`src/rtl/sb_pkg.sv`:
```
// Shared types and defaults for the store buffer.
//   sb_state_t : buffer mode (IDLE = empty, ACTIVE = pending stores, FLUSH = draining with stall)
//   sb_entry_t : one queued store {word index, data} at default widths
package sb_pkg;

    localparam int unsigned SB_DEPTH  = 4;
    localparam int unsigned SB_ADDR_W = 5;
    localparam int unsigned SB_DATA_W = 32;

    typedef enum logic [1:0] {
        IDLE,
        ACTIVE,
        FLUSH
    } sb_state_t;

    typedef struct packed {
        logic [SB_ADDR_W-1:0] addr;
        logic [SB_DATA_W-1:0] data;
    } sb_entry_t;

endpackage

```
`src/rtl/sb_entry_array.sv`:
```
// Entry storage for the store buffer: address/data registers, valid bits and a parallel
// address comparator.
//   clk_i, rst_i          clock, asynchronous active-high reset (drops all entries)
//   enq_*                 write a new entry at enq_idx_i and mark it valid
//   upd_i, upd_data_i     overwrite the data of the entry matching lookup_addr_i
//   clr_i, clr_idx_i      invalidate an entry (retired to memory)
//   lookup_addr_i         address compared against all valid entries
//   match_o/hit_o         per-entry match vector / any match
//   match_idx_o/_data_o   index and data of the (single) matching entry
//   rd_idx_i, rd_*_o      read port used for the head entry
module sb_entry_array
    import sb_pkg::*;
#(
    parameter int unsigned DEPTH  = SB_DEPTH,
    parameter int unsigned ADDR_W = SB_ADDR_W,
    parameter int unsigned DATA_W = SB_DATA_W,
    localparam int unsigned IW    = $clog2(DEPTH)
) (
    input  logic              clk_i,
    input  logic              rst_i,
    input  logic              enq_i,
    input  logic [IW-1:0]     enq_idx_i,
    input  logic [ADDR_W-1:0] enq_addr_i,
    input  logic [DATA_W-1:0] enq_data_i,
    input  logic              upd_i,
    input  logic [DATA_W-1:0] upd_data_i,
    input  logic              clr_i,
    input  logic [IW-1:0]     clr_idx_i,
    input  logic [ADDR_W-1:0] lookup_addr_i,
    output logic [DEPTH-1:0]  match_o,
    output logic              hit_o,
    output logic [IW-1:0]     match_idx_o,
    output logic [DATA_W-1:0] match_data_o,
    input  logic [IW-1:0]     rd_idx_i,
    output logic [ADDR_W-1:0] rd_addr_o,
    output logic [DATA_W-1:0] rd_data_o
);

    logic [ADDR_W-1:0] addr_q [DEPTH];
    logic [DATA_W-1:0] data_q [DEPTH];
    logic [DEPTH-1:0]  valid_q;

    always_ff @(posedge clk_i or posedge rst_i) begin
        if (rst_i) begin
            valid_q <= '0;
            for (int unsigned i = 0; i < DEPTH; i++) begin
                addr_q[i] <= '0;
                data_q[i] <= '0;
            end
        end else begin
            // On a full-miss store the head is retired and refilled in one cycle
            // (clr_idx_i == enq_idx_i); the enqueue below must win.
            if (clr_i) valid_q[clr_idx_i] <= 1'b0;
            if (enq_i) begin
                valid_q[enq_idx_i] <= 1'b1;
                addr_q[enq_idx_i]  <= enq_addr_i;
                data_q[enq_idx_i]  <= enq_data_i;
            end
            if (upd_i) data_q[match_idx_o] <= upd_data_i;
        end
    end

    // Coalescing keeps at most one entry per address, so OR-reducing is a safe mux.
    always_comb begin
        match_o      = '0;
        match_idx_o  = '0;
        match_data_o = '0;
        for (int unsigned i = 0; i < DEPTH; i++) begin
            if (valid_q[i] && (addr_q[i] == lookup_addr_i)) begin
                match_o[i]   = 1'b1;
                match_idx_o  = match_idx_o | IW'(i);
                match_data_o = match_data_o | data_q[i];
            end
        end
    end

    assign hit_o     = |match_o;
    assign rd_addr_o = addr_q[rd_idx_i];
    assign rd_data_o = data_q[rd_idx_i];

endmodule

```
`src/rtl/store_buffer.sv`:
```
// Write buffer between the memory-stage datapath and a single-port word memory. Stores are
// queued (coalesced per address) and retired in free cycles; loads forward from the queue
// or read memory combinationally; flush drains the queue while stalling the datapath.
//   clk, reset                 clock, asynchronous active-high reset
//   cpu_MemWrite/MemRead       store/load request, cpu_Addr word index, cpu_WriteData
//   cpu_ReadData               load result (0 when no load is accepted)
//   flush, stall               drain request / datapath hold
//   mem_*                      memory port (retire write or load read)
//   empty, full, count         occupancy status
module store_buffer
    import sb_pkg::*;
#(
    parameter int unsigned DEPTH  = SB_DEPTH,
    parameter int unsigned ADDR_W = SB_ADDR_W,
    parameter int unsigned DATA_W = SB_DATA_W,
    localparam int unsigned PW    = $clog2(DEPTH),
    localparam int unsigned CW    = PW + 1
) (
    input  logic              clk,
    input  logic              reset,
    input  logic              cpu_MemWrite,
    input  logic              cpu_MemRead,
    input  logic [31:0]       cpu_Addr,
    input  logic [DATA_W-1:0] cpu_WriteData,
    output logic [DATA_W-1:0] cpu_ReadData,
    input  logic              flush,
    output logic              stall,
    output logic              mem_MemWrite,
    output logic              mem_MemRead,
    output logic [31:0]       mem_Addr,
    output logic [DATA_W-1:0] mem_WriteData,
    input  logic [DATA_W-1:0] mem_ReadData,
    output logic              empty,
    output logic              full,
    output logic [CW-1:0]     count
);

    sb_state_t         state_q, state_d;
    logic [PW-1:0]     head_q, head_d, tail_q, tail_d;
    logic [CW-1:0]     count_q, count_d;

    logic [ADDR_W-1:0] idx;
    logic              unused_addr_hi;
    logic              flushing, op_wr, op_rd, enq, coal, retire;
    logic              hit;
    logic [DEPTH-1:0]  match;
    logic [PW-1:0]     match_idx;
    logic [DATA_W-1:0] match_data, head_data;
    logic [ADDR_W-1:0] head_addr;

    assign idx            = cpu_Addr[ADDR_W-1:0];
    assign unused_addr_hi = ^cpu_Addr[31:ADDR_W];

    assign empty = (count_q == '0);
    assign full  = (count_q == CW'(DEPTH));
    assign count = count_q;

    // A fresh flush request stalls in its own cycle so the drain starts immediately.
    assign flushing = (state_q == FLUSH) || (flush && !empty);
    assign stall    = flushing;
    assign op_wr    = cpu_MemWrite && !flushing;
    assign op_rd    = cpu_MemRead && !cpu_MemWrite && !flushing;
    assign coal     = op_wr && hit;
    assign enq      = op_wr && !hit;
    // The memory port is free unless a load owns it; a full-miss store forces a retire.
    assign retire   = !empty && ((!op_wr && !op_rd) || (enq && full));

    sb_entry_array #(
        .DEPTH (DEPTH),
        .ADDR_W(ADDR_W),
        .DATA_W(DATA_W)
    ) u_entries (
        .clk_i        (clk),
        .rst_i        (reset),
        .enq_i        (enq),
        .enq_idx_i    (tail_q),
        .enq_addr_i   (idx),
        .enq_data_i   (cpu_WriteData),
        .upd_i        (coal),
        .upd_data_i   (cpu_WriteData),
        .clr_i        (retire),
        .clr_idx_i    (head_q),
        .lookup_addr_i(idx),
        .match_o      (match),
        .hit_o        (hit),
        .match_idx_o  (match_idx),
        .match_data_o (match_data),
        .rd_idx_i     (head_q),
        .rd_addr_o    (head_addr),
        .rd_data_o    (head_data)
    );

    always_comb begin
        head_d = retire ? head_q + PW'(1) : head_q;
        tail_d = enq ? tail_q + PW'(1) : tail_q;
        unique case ({enq, retire})
            2'b10:   count_d = count_q + CW'(1);
            2'b01:   count_d = count_q - CW'(1);
            default: count_d = count_q;
        endcase
    end

    always_comb begin
        state_d = state_q;
        unique case (state_q)
            IDLE: begin
                if (flushing) state_d = (count_d == '0) ? IDLE : FLUSH;
                else if (enq) state_d = ACTIVE;
            end
            ACTIVE: begin
                if (flushing)            state_d = (count_d == '0) ? IDLE : FLUSH;
                else if (count_d == '0)  state_d = IDLE;
            end
            FLUSH: begin
                if (count_d == '0) state_d = IDLE;
            end
            default: state_d = IDLE;
        endcase
    end

    always_ff @(posedge clk or posedge reset) begin
        if (reset) begin
            state_q <= IDLE;
            head_q  <= '0;
            tail_q  <= '0;
            count_q <= '0;
        end else begin
            state_q <= state_d;
            head_q  <= head_d;
            tail_q  <= tail_d;
            count_q <= count_d;
        end
    end

    always_comb begin
        mem_MemWrite  = retire;
        mem_MemRead   = op_rd && !hit;
        mem_WriteData = retire ? head_data : '0;
        mem_Addr      = '0;
        if (retire)           mem_Addr = {{(32 - ADDR_W){1'b0}}, head_addr};
        else if (mem_MemRead) mem_Addr = {{(32 - ADDR_W){1'b0}}, idx};
        cpu_ReadData  = '0;
        if (op_rd) cpu_ReadData = hit ? match_data : mem_ReadData;
    end

endmodule

```
`config.mk`:
```
export PLATFORM = sky130hd
export DESIGN_NAME = store_buffer
export DESIGN_NICKNAME = d
export VERILOG_FILES = /design/src/rtl/sb_pkg.sv /design/src/rtl/sb_entry_array.sv /design/src/rtl/store_buffer.sv
export SDC_FILE = /design/constraint.sdc
export NUM_CORES = 1
export LEC_CHECK = 0
export ABC_CLOCK_PERIOD_IN_PS = 5800
export CAP_MARGIN = 20
export CORE_UTILIZATION = 48
export DETAILED_ROUTE_END_ITERATION = 10
export PLACE_DENSITY = 0.78
export SLEW_MARGIN = 30
export SYNTH_ARGS = -nofsm -noshare
export SYNTH_HDL_FRONTEND = slang
export SYNTH_HIERARCHICAL = 1
export SYNTH_SLANG_ARGS = --single-unit
```
`constraint.sdc`:
```
create_clock -name clk -period 5.8 [get_ports clk]
set_clock_uncertainty 0.05 [all_clocks]
set_input_delay 1.74 -clock clk [delete_from_list [all_inputs] [get_ports clk]]
set_output_delay 1.74 -clock clk [all_outputs]
set_load 0.02 [all_outputs]
```
# [Word level (Yosys, flattened, before mapping)]
# Index checks and enable logic that the tools add are counted.
[op_classes] order_cmp=9 n_addsub=4 bitwise_logic=9 n_eq_ne=10 mux=46 n_reduce_logical=30
[ops] operator="32-bit two-way mux" count=11
[ops] operator="128-bit bitwise mux" count=2
[ops] operator="128-bit two-way mux" count=2
[ops] operator="32-bit demux with 2-bit select" count=2
[ops] operator="32-bit bitwise OR" count=3
[ops] operator="32-bit binary-select mux with 2-bit select" count=1
[ops] operator="5-bit two-way mux" count=5
[ops] operator="20-bit bitwise mux" count=1
[ops] operator="5-bit equality test" count=4
[ops] operator="1-bit logical AND" count=18
[ops] operator="2-bit two-way mux" count=7
[ops] operator="5-bit binary-select mux with 2-bit select" count=1
[ops] operator="5-bit demux with 2-bit select" count=1
[ops] operator="3-bit greater-or-equal comparator (second input constant)" count=3
[ops] operator="2-bit inverter with 3-bit output" count=3
[ops] operator="4-bit two-way mux" count=2
[ops] operator="1-bit two-way mux" count=7
[ops] operator="1-bit logical NOT" count=6
[ops] operator="3-bit logical NOT" count=2
[ops] operator="2-bit by 3-bit less-than comparator with 1-bit output (second input constant)" count=2
[ops] operator="3-bit by 1-bit less-than comparator with 1-bit output (second input constant)" count=2
[ops] operator="2-bit one-hot mux with 3 select lines" count=1
[ops] operator="3-bit one-hot mux with 2 select lines" count=1
[ops] operator="2-bit by 1-bit adder with 2-bit output (second input constant)" count=2
[ops] operator="14 further kinds" count=19
[totals] inputBits=101 elab_cells=121 register_bits=161 out_inout_bits=104

# [Depth between registers and ports, before layout]
# Gate-level depths: netlist of run 1.
[logic_depth] ltp_word=16 mapped_depth=18 mapped_depth_nobuf=14

# [Modules after synthesis]
# Netlist of run 1, hierarchy kept.
[by_module_without_submodules] mod="sb_entry_array" n_inst=1 seq_area_each_um2=3803.6 area_each_um2=9276.4 cells_per_inst=670
[by_module_without_submodules] mod="store_buffer" n_inst=1 seq_area_each_um2=225.2 area_each_um2=1453.9 cells_per_inst=187

# [Worst setup path after synthesis of run 1]
# Ideal clock, no wire load.
[synth_timing] kind="input to output" start="input port cpu_Addr[1]" end="output port mem_WriteData[23]" n_path_buf=4 path_stages=12 arrival_time_ns=4.154 slack_ns=-0.144 required_ns=4.010 cell_sequence="buf_2 > xnor2_1 > nand4_1 > nor3_2 > buf_2 > or2_1 > or3_1 > buf_2 > or4b_1 > a41oi_2 > buf_4 > and2_1"
[synth_between] elab_chain_cells=10 word_cells_on_any_way=19 cone_classes="eq/ne: 4; mux: 5; reduce/logical: 10"
[synth_rtl] element="start, declared" line_no="store_buffer.sv:23" source="input logic [31:0] cpu_Addr,"
[synth_rtl] element="5-bit equality test" line_no="sb_entry_array.sv:69" source="if (valid_q[i] && (addr_q[i] == lookup_addr_i)) begin"
[synth_rtl] element="1-bit logical AND" line_no="sb_entry_array.sv:69"
[synth_rtl] element="1-bit two-way mux" line_no="sb_entry_array.sv:69"
[synth_rtl] element="4-bit OR reduction (*)" line_no="sb_entry_array.sv:77" source="assign hit_o = |match_o;"
[synth_rtl] element="via hit" line_no="store_buffer.sv:45" source="logic hit;"
[synth_rtl] element="1-bit logical NOT (*)" line_no="store_buffer.sv:64" source="assign enq = op_wr && !hit;"
[synth_rtl] element="1-bit logical AND (*)" line_no="store_buffer.sv:64"
[synth_rtl] element="1-bit logical AND (*)" line_no="store_buffer.sv:66" source="assign retire = !empty && ((!op_wr && !op_rd) || (enq && full));"
[synth_rtl] element="1-bit logical OR (*)" line_no="store_buffer.sv:66"
[synth_rtl] element="1-bit logical AND (*)" line_no="store_buffer.sv:66"
[synth_rtl] element="via mem_MemWrite" line_no="store_buffer.sv:28" source="output logic mem_MemWrite,"
[synth_rtl] element="32-bit two-way mux (*)" line_no="store_buffer.sv:138" source="mem_WriteData = retire ? head_data : '0;"
[synth_rtl] element="end, declared" line_no="store_buffer.sv:31" source="output logic [DATA_W-1:0] mem_WriteData,"
# The timed path passes the listed nets; every way through them passes the cells marked *.

# [Final worst setup path of run 1]
[layout_timing] start="input port cpu_Addr[0]" end="output port mem_WriteData[15]"
[layout_between] elab_chain_cells=10 word_cells_on_any_way=19 cone_classes="eq/ne: 4; mux: 5; reduce/logical: 10"
[layout_rtl] element="5-bit equality test" line_no="sb_entry_array.sv:69"
[layout_rtl] element="1-bit logical AND" line_no="sb_entry_array.sv:69"
[layout_rtl] element="1-bit two-way mux" line_no="sb_entry_array.sv:69"
[layout_rtl] element="via match[1]" line_no="store_buffer.sv:46" source="logic [DEPTH-1:0] match;"
[layout_rtl] element="4-bit OR reduction" line_no="sb_entry_array.sv:77"
[layout_rtl] element="via hit" line_no="store_buffer.sv:45"
[layout_rtl] element="1-bit logical NOT" line_no="store_buffer.sv:64"
[layout_rtl] element="1-bit logical AND" line_no="store_buffer.sv:64"
[layout_rtl] element="1-bit logical AND" line_no="store_buffer.sv:66"
[layout_rtl] element="1-bit logical OR" line_no="store_buffer.sv:66"
[layout_rtl] element="1-bit logical AND" line_no="store_buffer.sv:66"
[layout_rtl] element="32-bit two-way mux" line_no="store_buffer.sv:138"
# The timed path passes the listed nets, and every way through them passes these cells.

==> results of run 1 <==
per-stage QoR:
step                TNS [ns]  utilization (%)  setup slack [ns]  cell area (sq um)
floorplan              -1.61                -           -0.0786              11000
global placement      -66.76             57.9             -1.22              12700
detailed placement    -68.98             57.9             -1.27              12700
CTS                    -7.33             62.4            -0.250              13700
global route           -9.62             62.8            -0.339              13800
finish                 -7.30             62.8            -0.279              13800
layer usage:
metal | up-vias | wire [um] | track usage (%)
li1 | 3430 | - | -
met1 | 3917 | 12400 | 36.2
met2 | 300 | 14700 | 43.2
met3 | 48 | 1720 | 4.22
met4 | 2 | 537 | 8.55
met5 | - | 13 | 0
worst max path at each step:
stage	cells past startpoint	start	end
2_1_floorplan	12	cpu_Addr[1]	mem_WriteData[19]
3_3_place_gp	11	cpu_Addr[1]	mem_WriteData[16]
3_5_place_dp	11	cpu_Addr[1]	mem_WriteData[15]
6_report	13	cpu_Addr[0]	mem_WriteData[15]
5_1_grt	14	cpu_Addr[0]	mem_WriteData[12]
4_1_cts	14	cpu_Addr[2]	mem_WriteData[15]
timing repair:
item	in CTS	in global routing
setup endpoints to repair	71	71
hold endpoints to repair	0	0
gates resized for setup	329	23
pin swaps	26	11
setup buffers	13	6
cloned	5	1
registers in the layout, indices dropped and copies added (netlist names):
name / flops
u_entries/valid_q: 4
head_q: 2
tail_q: 2
u_entries/addr_q: 20
u_entries/data_q: 128
state_q: 2
count: 3
critical path, delay by kind of cell:
| kind | cells | cell delay [ns] |
|---|---|---|
| buf+inv | 6 | 0.76 |
| simple gates | 5 | 1.29 |
| compound gates | 1 | 0.28 |
| xor+xnor | 1 | 0.20 |
power groups by stage:
stage | sequential, mW | clock [mW] | combinational, mW
6_report | 2.27 | 1.06 | 3.97
3_5_place_dp | 2.24 | 0 | 3.46
4_1_cts | 2.24 | 1.07 | 3.91
5_1_grt | 2.35 | 1.11 | 4.21
3_3_place_gp | 2.21 | 0 | 3.36
2_1_floorplan | 2.00 | 0 | 2.57
cell type report:
cell class	instances	area, sq um
clock buffer	24	482
clock inverter	6	57.6
fill	1685	8130
inverter	7	30.0
multi-input combinational	620	6540
sequential	161	4030
tap	280	350
timing repair buffer	213	2270
==> flow_metrics.env, run 1 <==
export IMPL_power_internal_mw=4.72
export IMPL_viasPerCell=5.87
export IMPL_final_setup_worst_slack_ns=-0.279
export IMPL_cp_start_kind="input pin"
export IMPL_final_cells=1311
export IMPL_place_congestion=0.769
export IMPL_fin_hold_ws_ns=0.446
export IMPL_critical_path_cell_chain="buf_6, buf_12, xor2_2, nor4_2, and3_4, or3_4, or4b_4, a41oi_4, buf_6, buf_12, buf_16, and2_4, buf_6"
export IMPL_p_clk_share_pct=14.5
export IMPL_wl_um=29400
export IMPL_timing_rr_start="u_entries/addr_q[9]$_DFFE_PP0P_"
export IMPL_grt_ovfl_total=0
export IMPL_num_rows=54
export IMPL_power_total_mw=7.30
export IMPL_yosysWarnings=6
export IMPL_die_area_sq_mm=0.0229
export IMPL_numCtsBuffers=17
export IMPL_htree_levels=4
export IMPL_antenna_found_initial=1
export IMPL_cp_required_ns=4.01
export IMPL_vias=7697
export IMPL_io_pins=205
export IMPL_power_switching_mw=2.58
export IMPL_cts_tree="built"
export IMPL_p_sw_share_pct=35.3
export IMPL_cts_sinks=161
export IMPL_rsz0062_at_grt="yes"
export IMPL_reg2reg_depth=17
export IMPL_final_common_cell="mux2_1"
export IMPL_netlist_area_sq_mm=0.0107
export IMPL_fmax_ghz=0.164
export IMPL_outcome="finished, violations left"
export IMPL_rrSetupSlack_ns=1.41
export IMPL_grt_pass1_vias=7897
export IMPL_finalHoldViolCount=0
export IMPL_seqPwrFrac_pct=31.1
export IMPL_synth_avg_cell_area_sq_um=12.5
export IMPL_layout_common_cells="mux2_1, dfrtp_1, clkdlybuf4s50_1, a22oi_1, mux2_4"
export IMPL_placed_cells=1261
export IMPL_drive_above_1_share_pct=32.2
export IMPL_hold_end="state_q[0]$_DFFE_PP0P_"
export IMPL_crit_slowest_cell="or4b_4"
export IMPL_period_needed_ns=6.08
export IMPL_areaGrowthSynthToFinish_pct=28.3
export IMPL_post_route_drc_count=0
export IMPL_netlist_instances=856
export IMPL_worstPathArrival_ns=4.29
export IMPL_start_util_pct=49.0
export IMPL_cpPeakStageDelay_ns=0.51
export IMPL_pwr_share_comb_pct=54.4
export IMPL_antennaDiodeCount=0
export IMPL_setup_viol=38
export IMPL_grt_usage_pct=26.6
export IMPL_critPathKind="in2out"
export IMPL_first_pass_iters=5
export IMPL_postCtsHoldBufs=0
export IMPL_cts_root_buf="clkbuf_16"
export IMPL_portBuffers=150
export IMPL_ant_nets=0
export IMPL_die_width_um=151
export IMPL_powerDensity_mw_per_mm2=530
export IMPL_ir_worst_vdd_uv=271
export IMPL_drv_slew=0
export IMPL_p_leak_nw=6.34
export IMPL_cp_end_kind="output port"
export IMPL_fin_crit_sh_pct=105
export IMPL_core_area_sq_mm=0.0219
export IMPL_critPathMaxFanout=8
export IMPL_cp_common_cell="buf_6"
export IMPL_relSlewSlack_pct=40.2
export IMPL_clk_pin_slew_ns=0.06
export IMPL_rr_endpoint="state_q[0]$_DFFE_PP0P_"
export IMPL_dp_hpwl_um=16600
export IMPL_first_iter_violations=459
export IMPL_worst_skew_pair_late_latency_ns=0.43
export IMPL_final_nets=1123
export IMPL_grt_pass1_wl_um=45200
export IMPL_violations="negative setup slack"
export IMPL_wl_per_cell_um=22.4
export IMPL_chipHeight_um=151
export IMPL_min_from="state_q[0]$_DFFE_PP0P_"
export IMPL_cts_path_max_buffers=2
export IMPL_grt_max_degree=80
export IMPL_min_delay_path_depth=1
export IMPL_hold_class="reg2reg"
export IMPL_tightest_slew_ns=0.896
export IMPL_maxCapViolCount=0
Note: power is estimated with default switching activity, not from simulation.
==> run 2, diff against run 1 <==
--- a/config.mk
+++ b/config.mk
@@ -5,8 +5,8 @@
 export SDC_FILE = /design/constraint.sdc
 export NUM_CORES = 1
 export LEC_CHECK = 0
-export ABC_CLOCK_PERIOD_IN_PS = 5800
 export CAP_MARGIN = 20
+export CORE_ASPECT_RATIO = 1.1
 export CORE_UTILIZATION = 48
 export DETAILED_ROUTE_END_ITERATION = 10
 export PLACE_DENSITY = 0.78
==> flow_metrics.env, run 2 (same netlist as run 1, synthesis figures left out) <==
export IMPL_cts_sinks=161
export IMPL_ff_latch_area_sq_mm=0.00403
export IMPL_cp_start_kind="input pin"
export IMPL_die_width_um=145
export IMPL_layout_common_cells="mux2_1, dfrtp_1, clkdlybuf4s50_1, a22oi_1, mux2_4"
export IMPL_final_setup_worst_slack_ns=-0.137
export IMPL_wl_per_cell_um=21.5
export IMPL_grt_pass1_vias=8189
export IMPL_worst_skew_pair_late_latency_ns=0.43
export IMPL_io_pins=205
export IMPL_place_congestion=0.795
export IMPL_powerDensity_mw_per_mm2=525
export IMPL_postCtsHoldBufs=0
export IMPL_antenna_found_initial=0
export IMPL_cts_path_max_buffers=2
export IMPL_crit_start="cpu_Addr[3]"
export IMPL_tightest_slew_ns=0.928
export IMPL_setup_viol=66
export IMPL_dpl_instance_area_sq_mm=0.0129
export IMPL_dp_hpwl_um=17300
export IMPL_drive_above_1_share_pct=32.8
export IMPL_p_leak_nw=6.23
export IMPL_die_area_sq_mm=0.0229
export IMPL_cts_root_buf="clkbuf_16"
export IMPL_portBuffers=150
export IMPL_grt_pass1_wl_um=45200
export IMPL_relSlewSlack_pct=38.1
export IMPL_vias=7755
export IMPL_first_iter_violations=468
export IMPL_core_area_sq_mm=0.0220
export IMPL_rr_endpoint="state_q[1]$_DFFE_PP0P_"
export IMPL_finalHoldViolCount=0
export IMPL_viasPerCell=5.83
export IMPL_design_area_sq_mm=0.0139
export IMPL_hold_class="reg2reg"
export IMPL_post_route_drc_count=0
export IMPL_timing_rr_start="u_entries/addr_q[7]$_DFFE_PP0P_"
export IMPL_numCtsBuffers=17
export IMPL_multi_input_area_sq_mm=0.00657
export IMPL_htree_levels=4
export IMPL_ir_worst_vdd_uv=286
export IMPL_wl_um=28500
export IMPL_power_total_mw=7.29
export IMPL_rsz0062_at_grt="yes"
export IMPL_cts_tree="built"
export IMPL_period_needed_ns=5.94
export IMPL_worstPathArrival_ns=4.15
export IMPL_reg2reg_depth=20
export IMPL_areaGrowthSynthToFinish_pct=29.5
export IMPL_fin_tns_setup_ns=-4.04
export IMPL_cp_end_kind="output port"
export IMPL_violations="negative setup slack"
export IMPL_cp_required_ns=4.01
export IMPL_nFillCells=1674
export IMPL_largest_reg_flops=128
export IMPL_rrSetupSlack_ns=1.36
export IMPL_first_pass_iters=5
export IMPL_fin_crit_sh_pct=102
export IMPL_critPathKind="in2out"
export IMPL_chipHeight_um=159
export IMPL_outcome="finished, violations left"
export IMPL_drv_slew=0
export IMPL_final_nets=1125
export IMPL_largestRegisters="u_entries/data_q x128, u_entries/addr_q x20, u_entries/valid_q x4"
export IMPL_crit_path_end="mem_WriteData[11]"
export IMPL_grt_usage_pct=26.0
export IMPL_critPathMaxFanout=8
export IMPL_regMostFlops="u_entries/data_q"
export IMPL_fmax_ghz=0.168
export IMPL_min_from="state_q[0]$_DFFE_PP0P_"
export IMPL_num_rows=57
export IMPL_maxCapViolCount=0
export IMPL_clk_pin_slew_ns=0.06
export IMPL_ant_nets=0
export IMPL_grt_max_degree=81
export IMPL_start_util_pct=48.8
export IMPL_final_common_cell="mux2_1"
export IMPL_grt_ovfl_total=0
export IMPL_antennaDiodeCount=0
==> run 2: how the worst min path moves through the flow <==
stage / cells after the start / endpoint / slack (ns)
after floorplan: 1 / u_entries/valid_q[0]$_DFF_PP0_ / 0.39
after global placement: 1 / u_entries/valid_q[0]$_DFF_PP0_ / 0.41
after detailed placement: 1 / u_entries/valid_q[0]$_DFF_PP0_ / 0.41
after CTS: 2 / u_entries/valid_q[3]$_DFF_PP0_ / 0.43
after global routing: 1 / state_q[1]$_DFFE_PP0P_ / 0.45
final: 1 / state_q[0]$_DFFE_PP0P_ / 0.43
==> run 2: per-layer routing <==
layer	part of all wire, %	up-vias	global-route usage, %
met5	0	-	0
met4	2.9	0	10.5
met3	5.9	68	4.76
met2	51	302	43.1
met1	41	3949	33.1
li1	-	3436	-
==> run 2: where the power goes <==
part / switching (mW) / total (mW) / internal, mW
Sequential: 0.621 / 2.30 / 1.68
Clock: 0.453 / 1.19 / 0.741
Combinational: 1.47 / 3.80 / 2.33
Total: 2.54 / 7.29 / 4.75
==> run 2: layout make-up <==
cell class,instances,share of cell area (%)
multi-input cells,620,47.3
inverters,7,0.216
repair buffers,215,16.3
flip-flops and latches,161,29.0
clock inverters,10,1.13
clock buffers,22,3.34
well taps,295,2.66
==> run 2: what timing repair did <==
action	CTS	global route
gates cloned	2	0
pin swaps	25	17
gates resized for setup	270	35
setup endpoints to repair	72	71
setup buffers	16	3
==> run 2: critical path, cell delays in order <==
cell and delay [ns]:
buf_12 0.13, xnor2_4 0.14, nand4_4 0.13, nor2_4 0.05, or2_1 0.22, or3_4 0.35, or4b_4 0.50, a41oi_4 0.23
buf_6 0.14, buf_6 0.12, buf_12 0.13, and2_4 0.16, buf_6 0.11
==> run 2: stage by stage <==
stage               instances  setup WS (ns)  utilization [%]  hold slack, ns
floorplan                 882        -0.0786                -           0.391
detailed placement       1283          -1.27             58.5           0.412
CTS                      1332         -0.303             62.9           0.428
global route             1330         -0.200             63.2           0.452
global placement         1282          -1.22             58.4           0.406
finish                   1330         -0.137             63.2           0.430
